[src/rtl/drv_segment_pkg.sv]
// Shared types and constants for the multiplexed 7-segment display driver.
package drv_segment_pkg;

    typedef enum logic {
        IDLE = 1'b0,
        CONV = 1'b1
    } state_t;

    localparam logic [6:0] SEG_BLANK = 7'b1111111;
    localparam logic [6:0] SEG_DASH  = 7'b0111111;
    localparam logic [6:0] SEG_ZERO  = 7'b1000000;

    // 10^n at 32 bits; large enough for the widest supported display (8 digits).
    function automatic logic [31:0] pow10(input int unsigned n);
        logic [31:0] r;
        r = 32'd1;
        for (int unsigned i = 0; i < n; i++) begin
            r = r * 32'd10;
        end
        return r;
    endfunction

endpackage

[src/rtl/drv_segment_dec.sv]
// BCD nibble to active-low 7-segment pattern (bit 0 top, clockwise, bit 6 middle).
module drv_segment_dec
    import drv_segment_pkg::*;
(
    input  logic [3:0] i_bcd,
    output logic [6:0] o_sgmnt
);

    always_comb begin
        o_sgmnt = SEG_BLANK;
        case (i_bcd)
            4'd0:    o_sgmnt = 7'b1000000;
            4'd1:    o_sgmnt = 7'b1111001;
            4'd2:    o_sgmnt = 7'b0100100;
            4'd3:    o_sgmnt = 7'b0110000;
            4'd4:    o_sgmnt = 7'b0011001;
            4'd5:    o_sgmnt = 7'b0010010;
            4'd6:    o_sgmnt = 7'b0000010;
            4'd7:    o_sgmnt = 7'b1111000;
            4'd8:    o_sgmnt = 7'b0000000;
            4'd9:    o_sgmnt = 7'b0010000;
            default: o_sgmnt = SEG_BLANK;
        endcase
    end

endmodule

[src/rtl/drv_segment_mux.sv]
// Binary-to-BCD (double dabble, one bit per clock) feeding a time-multiplexed
// common-anode display scanner with leading-zero blanking and overflow dash.
module drv_segment_mux
    import drv_segment_pkg::*;
#(
    parameter int DIGITS      = 4,
    parameter int VALUE_W     = 14,
    parameter int REFRESH_DIV = 50000
) (
    input  logic               i_clk,
    input  logic               i_rst_n,
    input  logic [VALUE_W-1:0] i_value,
    input  logic               i_load,
    input  logic               i_blank_lz,
    output logic               o_busy,
    output logic               o_ovf,
    output logic [DIGITS-1:0]  o_drv_an,
    output logic [6:0]         o_drv_sgmnt
);

    localparam int NIB_W = 4 * DIGITS;
    localparam int CNT_W = $clog2(VALUE_W + 1);
    localparam int PRE_W = $clog2(REFRESH_DIV);
    localparam int IDX_W = (DIGITS > 1) ? $clog2(DIGITS) : 1;
    localparam logic [31:0] OVF_LIMIT = pow10(DIGITS);

    if (DIGITS < 1 || DIGITS > 8) begin : g_bad_digits
        $error("drv_segment_mux: DIGITS must be 1..8");
    end
    if (VALUE_W < 1 || VALUE_W > 27) begin : g_bad_value_w
        $error("drv_segment_mux: VALUE_W must be 1..27");
    end
    if (REFRESH_DIV < 2) begin : g_bad_refresh
        $error("drv_segment_mux: REFRESH_DIV must be >= 2");
    end

    state_t             state_q, state_d;
    logic [CNT_W-1:0]   cnt_q, cnt_d;
    logic [VALUE_W-1:0] bin_q, bin_d;
    logic [NIB_W-1:0]   bcd_q, bcd_d;
    logic [NIB_W-1:0]   bcd_shift;
    logic               ovf_pend_q, ovf_pend_d;
    logic [NIB_W-1:0]   disp_q, disp_d;
    logic               ovf_q, ovf_d;

    logic [PRE_W-1:0]   presc_q, presc_d;
    logic [IDX_W-1:0]   idx_q, idx_d;
    logic [DIGITS-1:0]  an_q, an_d;
    logic [6:0]         sgmnt_q, sgmnt_d;
    logic [DIGITS-1:0]  lz;
    logic [3:0]         nib_sel;
    logic [6:0]         dec_seg;

    function automatic logic [NIB_W-1:0] add3(input logic [NIB_W-1:0] v);
        logic [NIB_W-1:0] r;
        r = v;
        for (int i = 0; i < DIGITS; i++) begin
            if (v[4*i +: 4] >= 4'd5) begin
                r[4*i +: 4] = v[4*i +: 4] + 4'd3;
            end
        end
        return r;
    endfunction

    // Conversion FSM: one add-3/shift step per cycle while in CONV.
    always_comb begin
        state_d    = state_q;
        cnt_d      = cnt_q;
        bin_d      = bin_q;
        bcd_d      = bcd_q;
        ovf_pend_d = ovf_pend_q;
        disp_d     = disp_q;
        ovf_d      = ovf_q;
        bcd_shift  = {add3(bcd_q), bin_q[VALUE_W-1]} >> 0;
        case (state_q)
            IDLE: begin
                if (i_load) begin
                    bin_d      = i_value;
                    bcd_d      = '0;
                    cnt_d      = CNT_W'(VALUE_W);
                    ovf_pend_d = (32'(i_value) >= OVF_LIMIT);
                    state_d    = CONV;
                end
            end
            CONV: begin
                bin_d = bin_q << 1;
                bcd_d = bcd_shift;
                cnt_d = cnt_q - CNT_W'(1);
                if (cnt_q == CNT_W'(1)) begin
                    disp_d  = bcd_shift;
                    ovf_d   = ovf_pend_q;
                    state_d = IDLE;
                end
            end
            default: state_d = IDLE;
        endcase
    end

    // Scanner: prescaled digit rotation and the registered segment/anode drive.
    always_comb begin
        presc_d = presc_q + PRE_W'(1);
        idx_d   = idx_q;
        if (presc_q == PRE_W'(REFRESH_DIV - 1)) begin
            presc_d = '0;
            idx_d   = (idx_q == IDX_W'(DIGITS - 1)) ? '0 : idx_q + IDX_W'(1);
        end

        for (int d = 0; d < DIGITS; d++) begin
            lz[d] = 1'b1;
            for (int k = d; k < DIGITS; k++) begin
                if (disp_q[4*k +: 4] != 4'd0) begin
                    lz[d] = 1'b0;
                end
            end
        end

        nib_sel = disp_q[4*idx_q +: 4];
        an_d    = ~(DIGITS'(1) << idx_q);
        if (ovf_q) begin
            sgmnt_d = SEG_DASH;
        end else if (i_blank_lz && (idx_q != '0) && lz[idx_q]) begin
            sgmnt_d = SEG_BLANK;
        end else begin
            sgmnt_d = dec_seg;
        end
    end

    drv_segment_dec u_dec (
        .i_bcd   (nib_sel),
        .o_sgmnt (dec_seg)
    );

    always_ff @(posedge i_clk) begin
        if (!i_rst_n) begin
            state_q <= IDLE;
            cnt_q   <= '0;
            disp_q  <= '0;
            ovf_q   <= 1'b0;
            presc_q <= '0;
            idx_q   <= '0;
            an_q    <= ~(DIGITS'(1));
            sgmnt_q <= SEG_ZERO;
        end else begin
            state_q <= state_d;
            cnt_q   <= cnt_d;
            disp_q  <= disp_d;
            ovf_q   <= ovf_d;
            presc_q <= presc_d;
            idx_q   <= idx_d;
            an_q    <= an_d;
            sgmnt_q <= sgmnt_d;
        end
    end

    // Conversion scratch is only meaningful while in CONV, so it carries no reset.
    always_ff @(posedge i_clk) begin
        bin_q      <= bin_d;
        bcd_q      <= bcd_d;
        ovf_pend_q <= ovf_pend_d;
    end

    assign o_busy      = (state_q == CONV);
    assign o_ovf       = ovf_q;
    assign o_drv_an    = an_q;
    assign o_drv_sgmnt = sgmnt_q;

endmodule

[config.mk]
export PLATFORM = sky130hd
export DESIGN_NAME = drv_segment_mux
export DESIGN_NICKNAME = d
export VERILOG_FILES = /design/src/rtl/drv_segment_pkg.sv /design/src/rtl/drv_segment_dec.sv /design/src/rtl/drv_segment_mux.sv
export SDC_FILE = /design/constraint.sdc
export NUM_CORES = 1
export LEC_CHECK = 0
export BUFFER_PORTS_ARGS = -buffer_cell sky130_fd_sc_hd__buf_2
export CORE_ASPECT_RATIO = 0.75
export CORE_MARGIN = 5
export CORE_UTILIZATION = 43
export CTS_CLUSTER_SIZE = 12
export DETAILED_ROUTE_END_ITERATION = 16
export PLACE_DENSITY = 0.71
export SLEW_MARGIN = 20
export SYNTH_ARGS = -nofsm -noshare
export SYNTH_HDL_FRONTEND = slang
export SYNTH_SLANG_ARGS = --single-unit
[constraint.sdc]
create_clock -name i_clk -period 2.8 [get_ports i_clk]
set_input_delay 0 -clock i_clk [delete_from_list [all_inputs] [get_ports i_clk]]
set_output_delay 0 -clock i_clk [all_outputs]
set_load 0.05 [all_outputs]
Word-level counts from Yosys, hierarchy flattened --
Memories as Yosys holds them, arrays and structs flattened. Cells that the tools add are included. Widths: inputs -> output; s select.
Operators by class: shifts and indexed selects 2, multiplexer cells 28, eq/ne operators 4, reductions and logical operators 10, add/sub/neg operators 7, bitwise operators 3, $lt $le $gt $ge 6
Operators by type and width (count):
- $pmux 16 s2 | 1
- $pmux 14 s2 | 1
- $add 16x1->16 const B | 1
- $eq 16x16->1 const B | 1
- $ge 4x3->1 const B | 4
- $mux 16 | 1
- $mux 4 | 4
- $reduce_bool 4->1 | 4
- $shiftx 16x5->4 | 1
- $ge 14x14->1 const B | 1
- $mux 14 | 1
- $mux 7 | 2
- $mux 1 | 13
- $add 4x2->4 const B | 3
- $pmux 4 s2 | 1
- $eq 4x1->1 const B | 1
- $not 4->4 | 1
- $reduce_and 2->1 | 2
- $shl 1x2->4 const A | 1
- $sub 4x1->4 const B | 1
- $add 3x2->3 const B | 1
- $lt 2x3->1 const B | 1
- $mux 3 | 1
- $add 2x1->2 const B | 1
- other kinds (9) | 11
Word-level totals: ROM bits 112, memories kept 1, input bits 18, register bits after elaboration 82
Memory list:
- (no name shown) | depth 16, bits a word 7, read ports 1, clocked after Yosys merged registers in 0, write ports 0, RTL line drv_segment_dec.sv:11 | case (i_bcd)

Depth between registers and ports, before layout --
depth in word-level cells 10, gate-level depth with buffers 8, depth with buffers taken out 7

Modules after synthesis --
From an unflattened synthesis, not the netlist that was laid out.
Unflattened totals: cells, all modules 368, area, all modules 3891.2 um^2
By module, submodules not included:
- drv_segment_mux | instances 1, area each 3681.0 um^2, seq. area each 1951.9 um^2, cells each 335
- drv_segment_dec | instances 1, area each 210.2 um^2, seq. area each 0.0 um^2, cells each 33

Least setup slack after synthesis --
OpenSTA, ideal clock, no wires.
kind register to register, from reg state_q (netlist: o_busy), to reg bcd_q[0] (enable), stages on the path, launching flop included 4, path slack 626 ps, arrival time 1789 ps, required time 2415 ps, library setup time 385 ps, path buffers 1, cells stage by stage dfxtp_1 buf_1 nor2_1 inv_1
Between the ends: longest elaborated chain between the ends 2
RTL lines:
- from (decl) | RTL line drv_segment_mux.sv:37 | state_t state_q, state_d;
- from (signal assigned) | RTL line drv_segment_mux.sv:144 | state_q <= state_d;
- $not 1->1
- $ne 2x2->1 (no line)
- to (signal assigned) | RTL line drv_segment_mux.sv:158 | bcd_q <= bcd_d;
- to (decl) | RTL line drv_segment_mux.sv:40 | logic [NIB_W-1:0] bcd_q, bcd_d;
Every way passes these cells. A chain may end at the register's enable or synchronous reset.

Worst setup path after layout --
from reg idx_q[0], to reg sgmnt_q[3] (netlist: o_drv_sgmnt[3])
Between the ends: longest elaborated chain between the ends 5
RTL lines:
- from (decl) | RTL line drv_segment_mux.sv:47 | logic [IDX_W-1:0] idx_q, idx_d;
- from (signal assigned) | RTL line drv_segment_mux.sv:149 | idx_q <= idx_d;
- branches (longest 3 deep; another with $mem_v2 16x7)
- $mux 7 * | RTL line drv_segment_mux.sv:121 | end else if (i_blank_lz && (idx_q != '0) && lz[idx_q]) begin
- $mux 7 * | RTL line drv_segment_mux.sv:119 | if (ovf_q) begin
- to (signal assigned) | RTL line drv_segment_mux.sv:151 | sgmnt_q <= sgmnt_d;
- to (decl) | RTL line drv_segment_mux.sv:49 | logic [6:0] sgmnt_q, sgmnt_d;
Mark *: on every way between the ends. The select of a mux whose other input is x is not followed.

==> results_dict.tcl <==
set metrics [dict create \
    ys_ff_latch 82 \
    power.static_leakage_nw 1.85 \
    min_path_type "in -> reg" \
    area_growth_pct 16.9 \
    unrepaired_setup_endpoints_after_global_routing "no" \
    finalSetupViolations 0 \
    portBuffers 30 \
    clock_tree_from_tritoncts "yes" \
    fmax_ghz 0.456 \
    remaining_drc_errors 0 \
    drt_pre_antenna_iters 5 \
    fin_nets 450 \
    routed_wirelength_um 7330 \
    cts_inserted_buffers 9 \
    finalMaxSlewViolations 0 \
    clock_tree.htree_level_count 3 \
    clock_pin_transition_on_the_worst_setup_and_hold_timing_paths_ns 0.06 \
    gp_routability_congestion 0.786 \
    power_report.internal_total_mw 2.04 \
    reg_power_share_pct 50.6 \
    critPathMaxStageDelay_ns 0.72 \
    final_period_util_pct 78.3 \
    synth_cell_types 44 \
    route.vias.total 2739 \
    power.switching_mw 0.644 \
    maxCapViolations 0 \
    number_of_synthesized_flops_with_an_enable_pin 31 \
    layout_min_cycle_time_ns 2.19 \
    cp-end-kind "flop" \
    yosysSeqAreaShare_pct 49.9 \
    synth_area_per_cell_sq_um 10.6 \
    crit_path_cell_trace "mux4_2 -> nor2_8 -> nor2b_2 -> or3_4 -> o21a_1" \
    cpMaxStageDelayCell "mux4_2" \
    dp_hpwl_um 4980 \
    finalHoldViolCount 0 \
    cts_num_sinks 82 \
    outcome "finished clean" \
    ant_nets 0 \
    fp.dieW_um 120 \
    nFillCells 804 \
    cp_max_fo 10 \
    ir_worst_vdd_mv 0.341 \
    dpl_cell_area_sq_mm 0.00415 \
    clockBufferDepth 2 \
    synthArstFlopShare_pct 0 \
    first_global_vias 2745 \
    globalRouteTotalUtil_pct 14.1 \
    die_h_um 92.6 \
    combinational_power_share_pct 10.9 \
    clk-insertion-delay-late_ns 0.34 \
    design_area_sq_mm 0.00457 \
    power_density_over_the_cells_mw_per_mm2 588 \
    dr.first_iter.drc_count 65 \
    synth_top_flop_cell "dfxtp_1" \
    floorplan.io_pins 31 \
    grt_pass1_wl_um 12600 \
    floorplan.die_area_sq_mm 0.0111 \
    cts-root-buf "clkbuf_16" \
    global_route.overflow_total 0 \
    initial_utilization_pct 43.6 \
    final_layout_size_suffix_gt1_share_pct 16.8 \
    critical_path.startpoint_type "flop" \
    multi_input_comb_area_sq_mm 0.00182 \
    grt_start_max_net_pins 38 \
    minimum_setup_slack_after_placement_ns 0.606 \
    ys_warn_count 0 \
    crit_buf_inv 0 \
    cp.required_ns 3.02 \
    ff_latch_area_sq_mm 0.00195 \
    drt-vias-per-instance 5.18 \
    post-cts-setup-buffers 0 \
    cpLargestDelayFamily "multiplexers" \
    antenna-diode-count 0 \
    average_wire_length_per_cell_after_detail_routing_um 13.9 \
    relSlewSlack_pct 48.4 \
    antenna_violations_before_repair 0 \
    clkPwrFrac_pct 38.5 \
    arrival_ns 2.42 \
    setup_tns_ns 0 \
    fin_skew_ns 0.00885 \
    finalHoldWorstSlack_ns 0.138 \
    placement_rows 30 \
    power.switching_fraction_pct 23.9 \
    post_synth_instance_area_sq_mm 0.00391 \
    setup_crit_path_kind "reg -> reg" \
    post_layout_worst_setup_margin_ns 0.607 \
    syn_nets 406 \
    fp.coreArea_sq_mm 0.00897 \
    synthCells 368 \
    worst_pin_slew_ns 0.774 \
]
## routing by layer
metal | GRT usage (%) | share of wire (%)
met4 | 4.96 | 1.2
met5 | 0 | 0
met1 | 18.1 | 47
met3 | 4.27 | 4.9
met2 | 22.5 | 47
## synthesized netlist by cell type (2+ instances only)
library cell | count | area [sq um]
xor2_1 | 9 | 78.8
nor3_1 | 3 | 15.0
nand3_1 | 8 | 40.0
o21ai_0 | 5 | 25.0
a21boi_0 | 11 | 82.6
nor4_1 | 5 | 31.3
mux2_2 | 14 | 158
nand4_1 | 4 | 25.0
o21a_1 | 4 | 30.0
and2_1 | 9 | 56.3
edfxtp_1 | 31 | 931
nor2_1 | 26 | 97.6
mux4_2 | 3 | 67.6
nor3b_1 | 8 | 60.1
nand2b_1 | 6 | 37.5
inv_1 | 17 | 63.8
nand2_1 | 40 | 150
and3_1 | 4 | 25.0
buf_1 | 2 | 7.51
ha_1 | 20 | 250
dfxtp_1 | 51 | 1020
nor2b_1 | 12 | 75.1
a21oi_1 | 17 | 85.1
buf_6 | 2 | 22.5
mux2i_1 | 10 | 100
o211a_1 | 9 | 90.1
clkbuf_1 | 12 | 45.0
xnor2_1 | 9 | 78.8
or3_1 | 2 | 12.5
## placed cells by master, fill, tap and decap left out, types with 10 or more instances in the layout
cell	instances
nand2_1	40
edfxtp_1	31
nor2_1	26
ha_1	20
dlygate4sd3_1	16
dfxtp_1	51
a21oi_1	17
mux2i_1	10
a21boi_0	11
inv_1	17
nor2b_1	12
buf_2	30
mux2_2	14
## cells by family after synthesis
| logic type | synth area share [%] |
|---|---|
| fa+ha+maj | 6.40 |
| mux | 8.32 |
| xor+xnor | 4.03 |
| flops | 49.9 |
| simple gates | 17.9 |
| compound gates | 9.89 |
| buf+inv | 3.55 |
## state kept, by name (all words and copies together) (netlist names)
signal       flops
o_ovf            1
idx_q            2
disp_q          16
ovf_pend_q       1
cnt_q            4
o_drv_sgmnt      7
bin_q           14
o_busy           1
o_drv_an         4
bcd_q           16
presc_q         16
## power groups by stage
stage               registers [mW]  logic, mW  clock network [mW]
finish                        1.36      0.292                1.04
global route                  1.37      0.328                1.12
CTS                           1.36      0.293                1.06
detailed placement            1.39      0.273                   0
global placement              1.38      0.266                   0
floorplan                     1.39      0.201                   0
## repair_timing
item                      4_1_cts  5_1_grt
hold buffers                   16        0
gates resized for setup         0        0
hold endpoints to repair       16        0
## final timing paths
path / slack, ns / to / from / depth (start not counted)
worst min register to register: 0.49 / presc_q[0]$_SDFF_PP0_ / presc_q[0]$_SDFF_PP0_ / 1
worst max-delay path: 0.61 / o_drv_sgmnt[3]$_SDFF_PN0_ / idx_q[0]$_SDFFE_PN0P_ / 5
worst min-delay path: 0.14 / o_drv_an[3]$_SDFF_PN1_ / i_rst_n / 2
worst max register to register: 0.61 / o_drv_sgmnt[3]$_SDFF_PN0_ / idx_q[0]$_SDFFE_PN0P_ / 5
## through the flow
step | instances | power [mW] | utilization, %
final | 529 | 2.69 | 50.9
after global placement | 497 | 1.65 | 46.2
after detailed placement | 497 | 1.66 | 46.2
after CTS | 529 | 2.72 | 50.9
after floorplan | 368 | 1.59 | -
after global routing | 529 | 2.82 | 50.9
## final cells by class
type,count,share of cell area [%]
inverter,17,1.40
clock buffer,9,4.93
multi-input combinational,253,39.8
sequential,82,42.7
tap,112,3.07
clock inverter,7,0.794
timing repair buffer,49,7.29
## worst reg2reg max path, delay by kind of cell, from the launching register on
kind             cells  cell delay, ns
multiplexers         1            0.72
flip-flops           1            0.59
AND/OR/NAND/NOR      3            0.57
AO/OA/AOI/OAI        1            0.20
(Power assumes the default switching activity.)
